File: config.mk
export PLATFORM = sky130hd
export DESIGN_NAME = instr_fetch_unit
export DESIGN_NICKNAME = d
export VERILOG_FILES = /design/src/rtl/fetch_pkg.sv /design/src/rtl/fetch_fifo.sv /design/src/rtl/instr_fetch_unit.sv
export SDC_FILE = /design/constraint.sdc
export NUM_CORES = 1
export LEC_CHECK = 0
export ABC_AREA = 1
export CAP_MARGIN = 20
export CORE_MARGIN = 2
export CORE_UTILIZATION = 60
export DETAILED_ROUTE_END_ITERATION = 10
export PLACE_DENSITY = 0.85
export SETUP_SLACK_MARGIN = 0.05
export SLEW_MARGIN = 0
export SYNTH_ARGS = -nofsm -noshare
export SYNTH_HDL_FRONTEND = slang
export SYNTH_SLANG_ARGS = --single-unit
File: constraint.sdc
create_clock -name clk -period 7.3 [get_ports clk]
set_input_delay 0.73 -clock clk [delete_from_list [all_inputs] [get_ports clk]]
set_output_delay 0.73 -clock clk [all_outputs]
set_load 0.02 [all_outputs]
File: src/rtl/fetch_pkg.sv
// Shared types and constants for the instruction fetch stage.
package fetch_pkg;

    localparam int XLEN    = 32;
    localparam int ENTRY_W = 2 * XLEN;

    localparam logic [XLEN-1:0] DEFAULT_RESET_PC = 32'h0000_0000;

    typedef enum logic [1:0] {
        IDLE    = 2'd0,
        FETCH   = 2'd1,
        DISCARD = 2'd2
    } fetch_state_e;

    function automatic logic [XLEN-1:0] word_align(input logic [XLEN-1:0] addr);
        return {addr[XLEN-1:2], 2'b00};
    endfunction

endpackage

File: src/rtl/fetch_fifo.sv
// Synchronous FIFO of {pc, word} entries; flush wins over push and pop.
module fetch_fifo
    import fetch_pkg::*;
#(
    parameter int DEPTH = 4,
    parameter int WIDTH = ENTRY_W
) (
    input  logic                     clk,
    input  logic                     rst,
    input  logic                     flush,
    input  logic                     push,
    input  logic [WIDTH-1:0]         wdata,
    input  logic                     pop,
    output logic [WIDTH-1:0]         rdata,
    output logic [$clog2(DEPTH):0]   count,
    output logic                     full,
    output logic                     empty
);

    localparam int AW = $clog2(DEPTH);

    logic [WIDTH-1:0] mem [DEPTH];
    logic [AW-1:0]    wr_ptr;
    logic [AW-1:0]    rd_ptr;
    logic             do_push;
    logic             do_pop;

    assign full    = (count == (AW+1)'(DEPTH));
    assign empty   = (count == '0);
    assign do_push = push && !full;
    assign do_pop  = pop && !empty;

    always_ff @(posedge clk or negedge rst) begin
        if (!rst) begin
            wr_ptr <= '0;
            rd_ptr <= '0;
            count  <= '0;
        end else if (flush) begin
            wr_ptr <= '0;
            rd_ptr <= '0;
            count  <= '0;
        end else begin
            if (do_push) wr_ptr <= wr_ptr + AW'(1);
            if (do_pop)  rd_ptr <= rd_ptr + AW'(1);
            count <= count + (AW+1)'(do_push) - (AW+1)'(do_pop);
        end
    end

    // Storage needs no reset: the read port is masked to zero whenever the FIFO is empty.
    always_ff @(posedge clk) begin
        if (do_push && !flush) mem[wr_ptr] <= wdata;
    end

    assign rdata = empty ? '0 : mem[rd_ptr];

endmodule

File: src/rtl/instr_fetch_unit.sv
// Prefetching fetch stage: owns the fetch PC, issues imem requests, buffers words for the core.
module instr_fetch_unit
    import fetch_pkg::*;
#(
    parameter int              DEPTH    = 4,
    parameter logic [XLEN-1:0] RESET_PC = DEFAULT_RESET_PC
) (
    input  logic        clk,
    input  logic        rst,
    output logic        imem_req,
    output logic [31:0] imem_addr,
    input  logic        imem_ack,
    input  logic [31:0] imem_rdata,
    input  logic        redirect,
    input  logic [31:0] redirect_pc,
    output logic        instr_valid,
    output logic [31:0] instr,
    output logic [31:0] instr_pc,
    input  logic        instr_ready,
    output logic [1:0]  dbg_state
);

    localparam int CW = $clog2(DEPTH) + 1;

    fetch_state_e      state, state_nxt;
    logic [XLEN-1:0]   fetch_pc, fetch_pc_nxt;
    logic [XLEN-1:0]   stale_pc, stale_pc_nxt;
    logic              run;
    logic              push;
    logic              pop;
    logic              fill_last;
    logic              full;
    logic              empty;
    logic [CW-1:0]     count;
    logic [ENTRY_W-1:0] head;

    // Both handshakes complete on a clock edge where the producer's valid/req and the
    // consumer's ready/ack are high together; the producer holds its payload until then.
    assign instr_valid = !empty;
    assign pop         = instr_valid && instr_ready;
    assign fill_last   = (count == CW'(DEPTH - 1)) && !pop;
    assign {instr_pc, instr} = head;
    assign dbg_state   = state;

    // Holds the request low for the first cycle so reset release never coincides with a request.
    always_ff @(posedge clk or negedge rst) begin
        if (!rst) run <= 1'b0;
        else      run <= 1'b1;
    end

    always_ff @(posedge clk or negedge rst) begin
        if (!rst) begin
            state    <= FETCH;
            fetch_pc <= RESET_PC;
            stale_pc <= RESET_PC;
        end else begin
            state    <= state_nxt;
            fetch_pc <= fetch_pc_nxt;
            stale_pc <= stale_pc_nxt;
        end
    end

    always_comb begin
        state_nxt    = state;
        fetch_pc_nxt = fetch_pc;
        stale_pc_nxt = stale_pc;
        imem_req     = 1'b0;
        imem_addr    = fetch_pc;
        push         = 1'b0;
        unique case (state)
            IDLE: begin
                if (!full || pop) state_nxt = FETCH;
            end
            FETCH: begin
                imem_req = run;
                if (run && imem_ack) begin
                    push         = 1'b1;
                    fetch_pc_nxt = fetch_pc + 32'd4;
                    if (fill_last) state_nxt = IDLE;
                end
            end
            DISCARD: begin
                imem_req  = run;
                imem_addr = stale_pc;
                if (run && imem_ack) state_nxt = FETCH;
            end
            default: state_nxt = FETCH;
        endcase

        // An outstanding request cannot be withdrawn, so it is completed at its old address and dropped.
        if (redirect) begin
            push         = 1'b0;
            fetch_pc_nxt = word_align(redirect_pc);
            case (state)
                FETCH: begin
                    if (imem_req && !imem_ack) begin
                        state_nxt    = DISCARD;
                        stale_pc_nxt = fetch_pc;
                    end else begin
                        state_nxt = FETCH;
                    end
                end
                IDLE:    state_nxt = FETCH;
                default: ;
            endcase
        end
    end

    fetch_fifo #(
        .DEPTH (DEPTH),
        .WIDTH (ENTRY_W)
    ) u_fifo (
        .clk   (clk),
        .rst   (rst),
        .flush (redirect),
        .push  (push),
        .wdata ({fetch_pc, imem_rdata}),
        .pop   (pop),
        .rdata (head),
        .count (count),
        .full  (full),
        .empty (empty)
    );

endmodule

== After elaboration in Yosys (flattened, before gate mapping) ==
Memories as Yosys holds them, arrays and structs flattened.
Index checks and enable logic that the tools add are counted.
Storage, ports and cells
  flip-flop bits (word level): 74
  bits in latches: 0
  bits in writable memories: 256
  ROM bits: 0
  output and inout port bits: 100
  word-level logic and storage cells: 63
  memories: 1
Memory list
  u_fifo.mem: words 4, bits a word 64, read ports 1, clocked after Yosys merged registers in 0, wr ports 1, line fetch_fifo.sv:22  | logic [WIDTH-1:0] mem [DEPTH];
Operators by class
  add/sub/neg operators: 5
  multiply operators: 0
  div/mod/pow operators: 0
  $lt $le $gt $ge: 0
  eq/ne operators: 4
  shifts and indexed selects: 0
  muxes and demuxes: 24
  bitwise operators: 0
  reductions and logical operators: 22
Operators by type and width (number)
  $mux W32: 4
  $mux W64: 1
  $add A32 B3 Y32 const B: 1
  $mux W2: 10
  $reduce_bool A2 Y1: 4
  $logic_and A1 B1 Y1: 7
  $mux W1: 6
  $pmux W2 S3: 1
  $logic_not A1 Y1: 5
  $add A2 B1 Y2 const B: 2
  $pmux W2 S2: 1
  $add A3 B1 Y3: 1
  $eq A3 B2 Y1 const B: 1
  $eq A3 B3 Y1 const B: 1
  $logic_not A3 Y1: 1
  $mux W3: 1
  $reduce_and A3 Y1: 1
  $sub A3 B1 Y3: 1
  $eq A2 B1 Y1 const B: 1
  $eq A2 B2 Y1 const B: 1
  $logic_not A2 Y1: 1
  $reduce_and A2 Y1: 1
  $reduce_or A2 Y1: 1
  $logic_or A1 B1 Y1: 1

== Longest topological paths before layout ==
  depth in word-level cells: 10
  gate-level depth with buffers: 13
  depth with buffers taken out: 13

== Modules after synthesis ==
Synthesis repeated with hierarchy kept, for this count alone.
Second synthesis, totals
  cell total of the unflattened synthesis: 1585
  area total of the unflattened synthesis: 14909.3 µm²
Modules (own cells, without submodules)
  fetch_fifo: instances 1, cells an instance 1010, area an instance 11031.8 µm²
  instr_fetch_unit: instances 1, cells an instance 575, area an instance 3877.5 µm²

== Worst setup path before layout ==
Ideal clock, no wire load.
  kind: register to register
  start point: register state[0], in the netlist dbg_state[0]
  end point: memory u_fifo.mem[0][0] (netlist bit), enable pin
  library setup time: 0.482 ns
  data arrival time: 3.929 ns
  data required time: 6.818 ns
  slack: 2.889 ns
  cell stages (with the launch flop): 8
  path buffers: 0
  clock period less this slack: 4.411 ns
  cell sequence: dfstp_2 -> ha_1 -> inv_1 -> nor2_4 -> inv_2 -> nor2_4 -> nand2_2 -> nor2_1
On the way
  longest elaborated chain between the ends: 7
Ends and longest elaborated chain
  start, declared: line instr_fetch_unit.sv:25  | fetch_state_e state, state_nxt;
  start signal, assigned: line instr_fetch_unit.sv:57  | state <= state_nxt;
  $eq A2 B1 Y1: line instr_fetch_unit.sv:70  | unique case (state)
  $mux W1: line instr_fetch_unit.sv:70
  $mux W1: line instr_fetch_unit.sv:91  | if (redirect) begin
  $logic_and A1 B1 Y1: line fetch_fifo.sv:30  | assign do_push = push && !full;
  $logic_and A1 B1 Y1: line fetch_fifo.sv:51  | if (do_push && !flush) mem[wr_ptr] <= wdata;
  $mux W1: line fetch_fifo.sv:51
  $mux W1 (not written as such): line fetch_fifo.sv:51
  end, declared: line fetch_fifo.sv:22
No other way between the ends.

== Worst setup path in the final report ==
  start point: register u_fifo.rd_ptr[0]
  end point: output instr[16]
On the way
  longest elaborated chain between the ends: 2
Ends and longest elaborated chain
  start, declared: line fetch_fifo.sv:24  | logic [AW-1:0] rd_ptr;
  start signal, assigned: line fetch_fifo.sv:44  | if (do_pop) rd_ptr <= rd_ptr + AW'(1);
  $mem_v2 Z4 W64
  $mux W64: line fetch_fifo.sv:54  | assign rdata = empty ? '0 : mem[rd_ptr];
  end, declared: line instr_fetch_unit.sv:17  | output logic [31:0] instr,
No other way between the ends.

==> flow_metrics.py <==
metrics = {
    "run_status": {
        "status": "complete, no violations",
    },
    "place": {
        "io_buffers": 162,
        "placed_area_sq_mm": 0.0157,
        "dp_hpwl_microns": 19200,
        "dp_cells": 1756,
        "gp_congestion": 0.866,
    },
    "routing": {
        "ant_nets": 0,
        "avgRoutedWirePerCell_microns": 17.8,
        "vias": 10300,
        "first_iter_violations": 939,
        "vias_per_cell": 5.70,
        "totalWireLength_microns": 32300,
        "drc_errors": 0,
        "dr.pass1.iters": 5,
    },
    "timing": {
        "rsz0062_at_grt": "no",
        "skew_ns": 0.0138,
        "slew_violations": 0,
        "finalSetupViolCount": 0,
        "final.min_clock_period_ns": 4.43,
        "hold_violations": 0,
        "slew_headroom_pct": 36.5,
        "fin_crit_sh_pct": 60.7,
        "fin_tns_setup_ns": 0,
        "worst_pin_slew_ns": 0.953,
        "worst_hold_slack_ns": 0.382,
        "fmax_mhz": 226,
    },
    "die": {
        "die_y_microns": 157,
        "die_x_microns": 157,
        "coreArea_sq_mm": 0.0227,
        "rows": 55,
        "start_util_pct": 61.5,
        "pin_count": 169,
        "dieArea_sq_mm": 0.0245,
    },
    "clock_tree": {
        "cts-root-buf": "clkbuf_16",
        "insertion_delay_ns": 0.56,
        "cts_tree": "built",
        "post_cts_buffers": 0,
        "ctsHtreeMaxLevel": 1,
        "cts_resized": 0,
        "cts_max_path_buffers": 3,
        "cts_hold_buffers": 0,
        "path_clk_slew_ns": 0.06,
        "cts.sinks": 318,
        "numCtsBuffers": 30,
    },
    "critical_path": {
        "r2r_slack_ns": 3.59,
        "startpoint_type": "flop",
        "endpoint_kind": "output port",
        "cp.arrival_ns": 3.70,
        "worstPathMaxFanout": 64,
        "cp.required_ns": 6.57,
        "worstSetupPathType": "flop to output port",
        "reg2reg_depth": 8,
    },
    "flow_run": {
        "maxCapViolations": 0,
    },
    "synth": {
        "netlist_instances": 1365,
        "synthTopCellsByCount": "312 x nor2_1, 248 x edfxtp_1, 224 x nand2_1",
        "ys_types": 35,
        "ys_seq_area_share_pct": 65.9,
        "yosysTopAreaCell": "edfxtp_1",
        "synth-edff-count": 248,
        "synthArstFlopShare_pct": 22.0,
        "synth_ff_type": "edfxtp_1",
        "synth.most_common_cell": "nor2_1",
        "yosys.area.top_type_share_pct": 53.4,
        "synth.avg_cell_area_sq_um": 10.2,
        "syn-cell-area_sq_mm": 0.0140,
        "yosysWarnings": 0,
        "synthTopCellsByArea": "edfxtp_1 53%, dfrtp_1 12%, nor2_1 8.4%, o21ai_0 6.8%, nand2_1 6.0%",
        "ys_ff_latch": 318,
    },
    "power_and_ir_drop": {
        "power.internal_w": 0.00386,
        "p_leak_nw": 6.26,
        "seqPwrFrac_pct": 39.2,
        "power.switching_w": 0.00200,
        "power_frac_comb_pct": 33.0,
        "p_clk_share_pct": 27.8,
        "netSwitchingFraction_pct": 34.1,
        "ir_drop_uv": 336,
        "powerDensity_mw_per_mm2": 349,
    },
    "cells_and_area": {
        "drive_gt1_share_pct": 7.07,
        "area_growth_pct": 20.3,
        "final_core_util_pct": 73.9,
        "fin_cells": 1812,
        "antennaDiodeCount": 0,
        "fillers": 1466,
        "seq_area_sq_mm": 0.00921,
        "final_cell_area_sq_mm": 0.0168,
        "nNetsFinal": 1584,
        "multi_input_area_sq_mm": 0.00419,
    },
    "global_route": {
        "grt_use_total_pct": 26.1,
        "antenna_found_initial": 0,
        "grt_max_degree": 83,
        "grt_pass1_vias": 9914,
        "grt_first_pass_wirelength_microns": 49900,
        "grt_overflow": 0,
    },
    "hold_path": {
        "hold_path_class": "input port to async pin",
    },
}
worst max-delay path: stages (launching register included):
cell	delay [ns]
dfrtp_4	0.69
inv_2	0.71
buf_4	0.61
o21ai_0	0.22
a21oi_1	0.21
clkdlybuf4s50_1	0.65
metal layers:
layer / routed length, microns / global-route usage (%) / vias to the layer above / share of wire (%)
li1: - / - / 4875 / -
met1: 13000 / 34.6 / 4890 / 40
met2: 15500 / 43.3 / 502 / 48
met3: 2810 / 4.85 / 69 / 8.7
met4: 931 / 9.74 / 0 / 2.9
met5: 0 / 0 / - / 0
cells in the final DEF, fill, tap and decap left out, drive strengths merged, types with 5 or more instances in the layout:
cell type      netlist  routed
o211ai               6       6
conb                 2       5
clkdlybuf4s50        0     161
nand2              235     235
buf                 28      15
xor2                 8       8
ha                  11      11
clkbuf              45      41
clkinv               0       8
o21ai              192     192
a21oi               71      71
dfrtp               69      69
inv                 66      66
edfxtp             248     248
nand3               44      44
nor2               329     329
sequential cells by signal (all words and copies together) (netlist names):
signal	flops
fetch_pc	30
run	1
u_fifo.count	3
u_fifo.mem	248
u_fifo.rd_ptr	2
stale_pc	30
dbg_state	2
u_fifo.wr_ptr	2
cell type report:
class / count / share of cell area, %
tap: 285 / 2.12
inverter: 66 / 1.48
multi-input combinational: 911 / 25.0
clock buffer: 41 / 5.20
sequential: 318 / 54.8
clock inverter: 15 / 1.11
timing repair buffer: 176 / 10.3
path summary, 6_finish.rpt:
path / end / start
max reg2reg: u_fifo.mem[2][24]$_DFFE_PP_ / dbg_state[0]$_DFF_PN1_
max: instr[16] / u_fifo.rd_ptr[0]$_DFFE_PN0P_
min: stale_pc[25]$_DFFE_PN0P_ / rst
max in group asynchronous: u_fifo.rd_ptr[0]$_DFFE_PN0P_ / rst
min reg2reg: stale_pc[4]$_DFFE_PN0P_ / stale_pc[4]$_DFFE_PN0P_
min in group clk: stale_pc[4]$_DFFE_PN0P_ / stale_pc[4]$_DFFE_PN0P_
power by group through the flow:
stage	combinational [W]	clock [W]	sequential, W
after floorplan	0.00114	0	0.00226
after global placement	0.00188	0	0.00231
after detailed placement	0.00192	0	0.00232
after CTS	0.00194	0.00164	0.00229
after global routing	0.00209	0.00172	0.00231
final	0.00193	0.00163	0.00229
logic make-up (layout without fill, tap and decap cells):
kind of cell | after synthesis | count (layout) | share of synthesized area [%]
simple gates | 614 | 614 | 18.1
flops | 318 | 318 | 65.9
compound gates | 271 | 271 | 9.85
buf+inv | 139 | 298 | 4.34
fa+ha+maj | 12 | 12 | 1.13
xor+xnor | 9 | 9 | 0.565
other cells | 2 | 5 | 0.0538
through the flow:
stage	worst slack, ns	total power, W
6_report	2.87	0.00586
3_5_place_dp	3.10	0.00424
3_3_place_gp	3.12	0.00419
2_1_floorplan	2.89	0.00340
5_1_grt	2.63	0.00612
4_1_cts	2.84	0.00587
(Power assumes the default switching activity.)
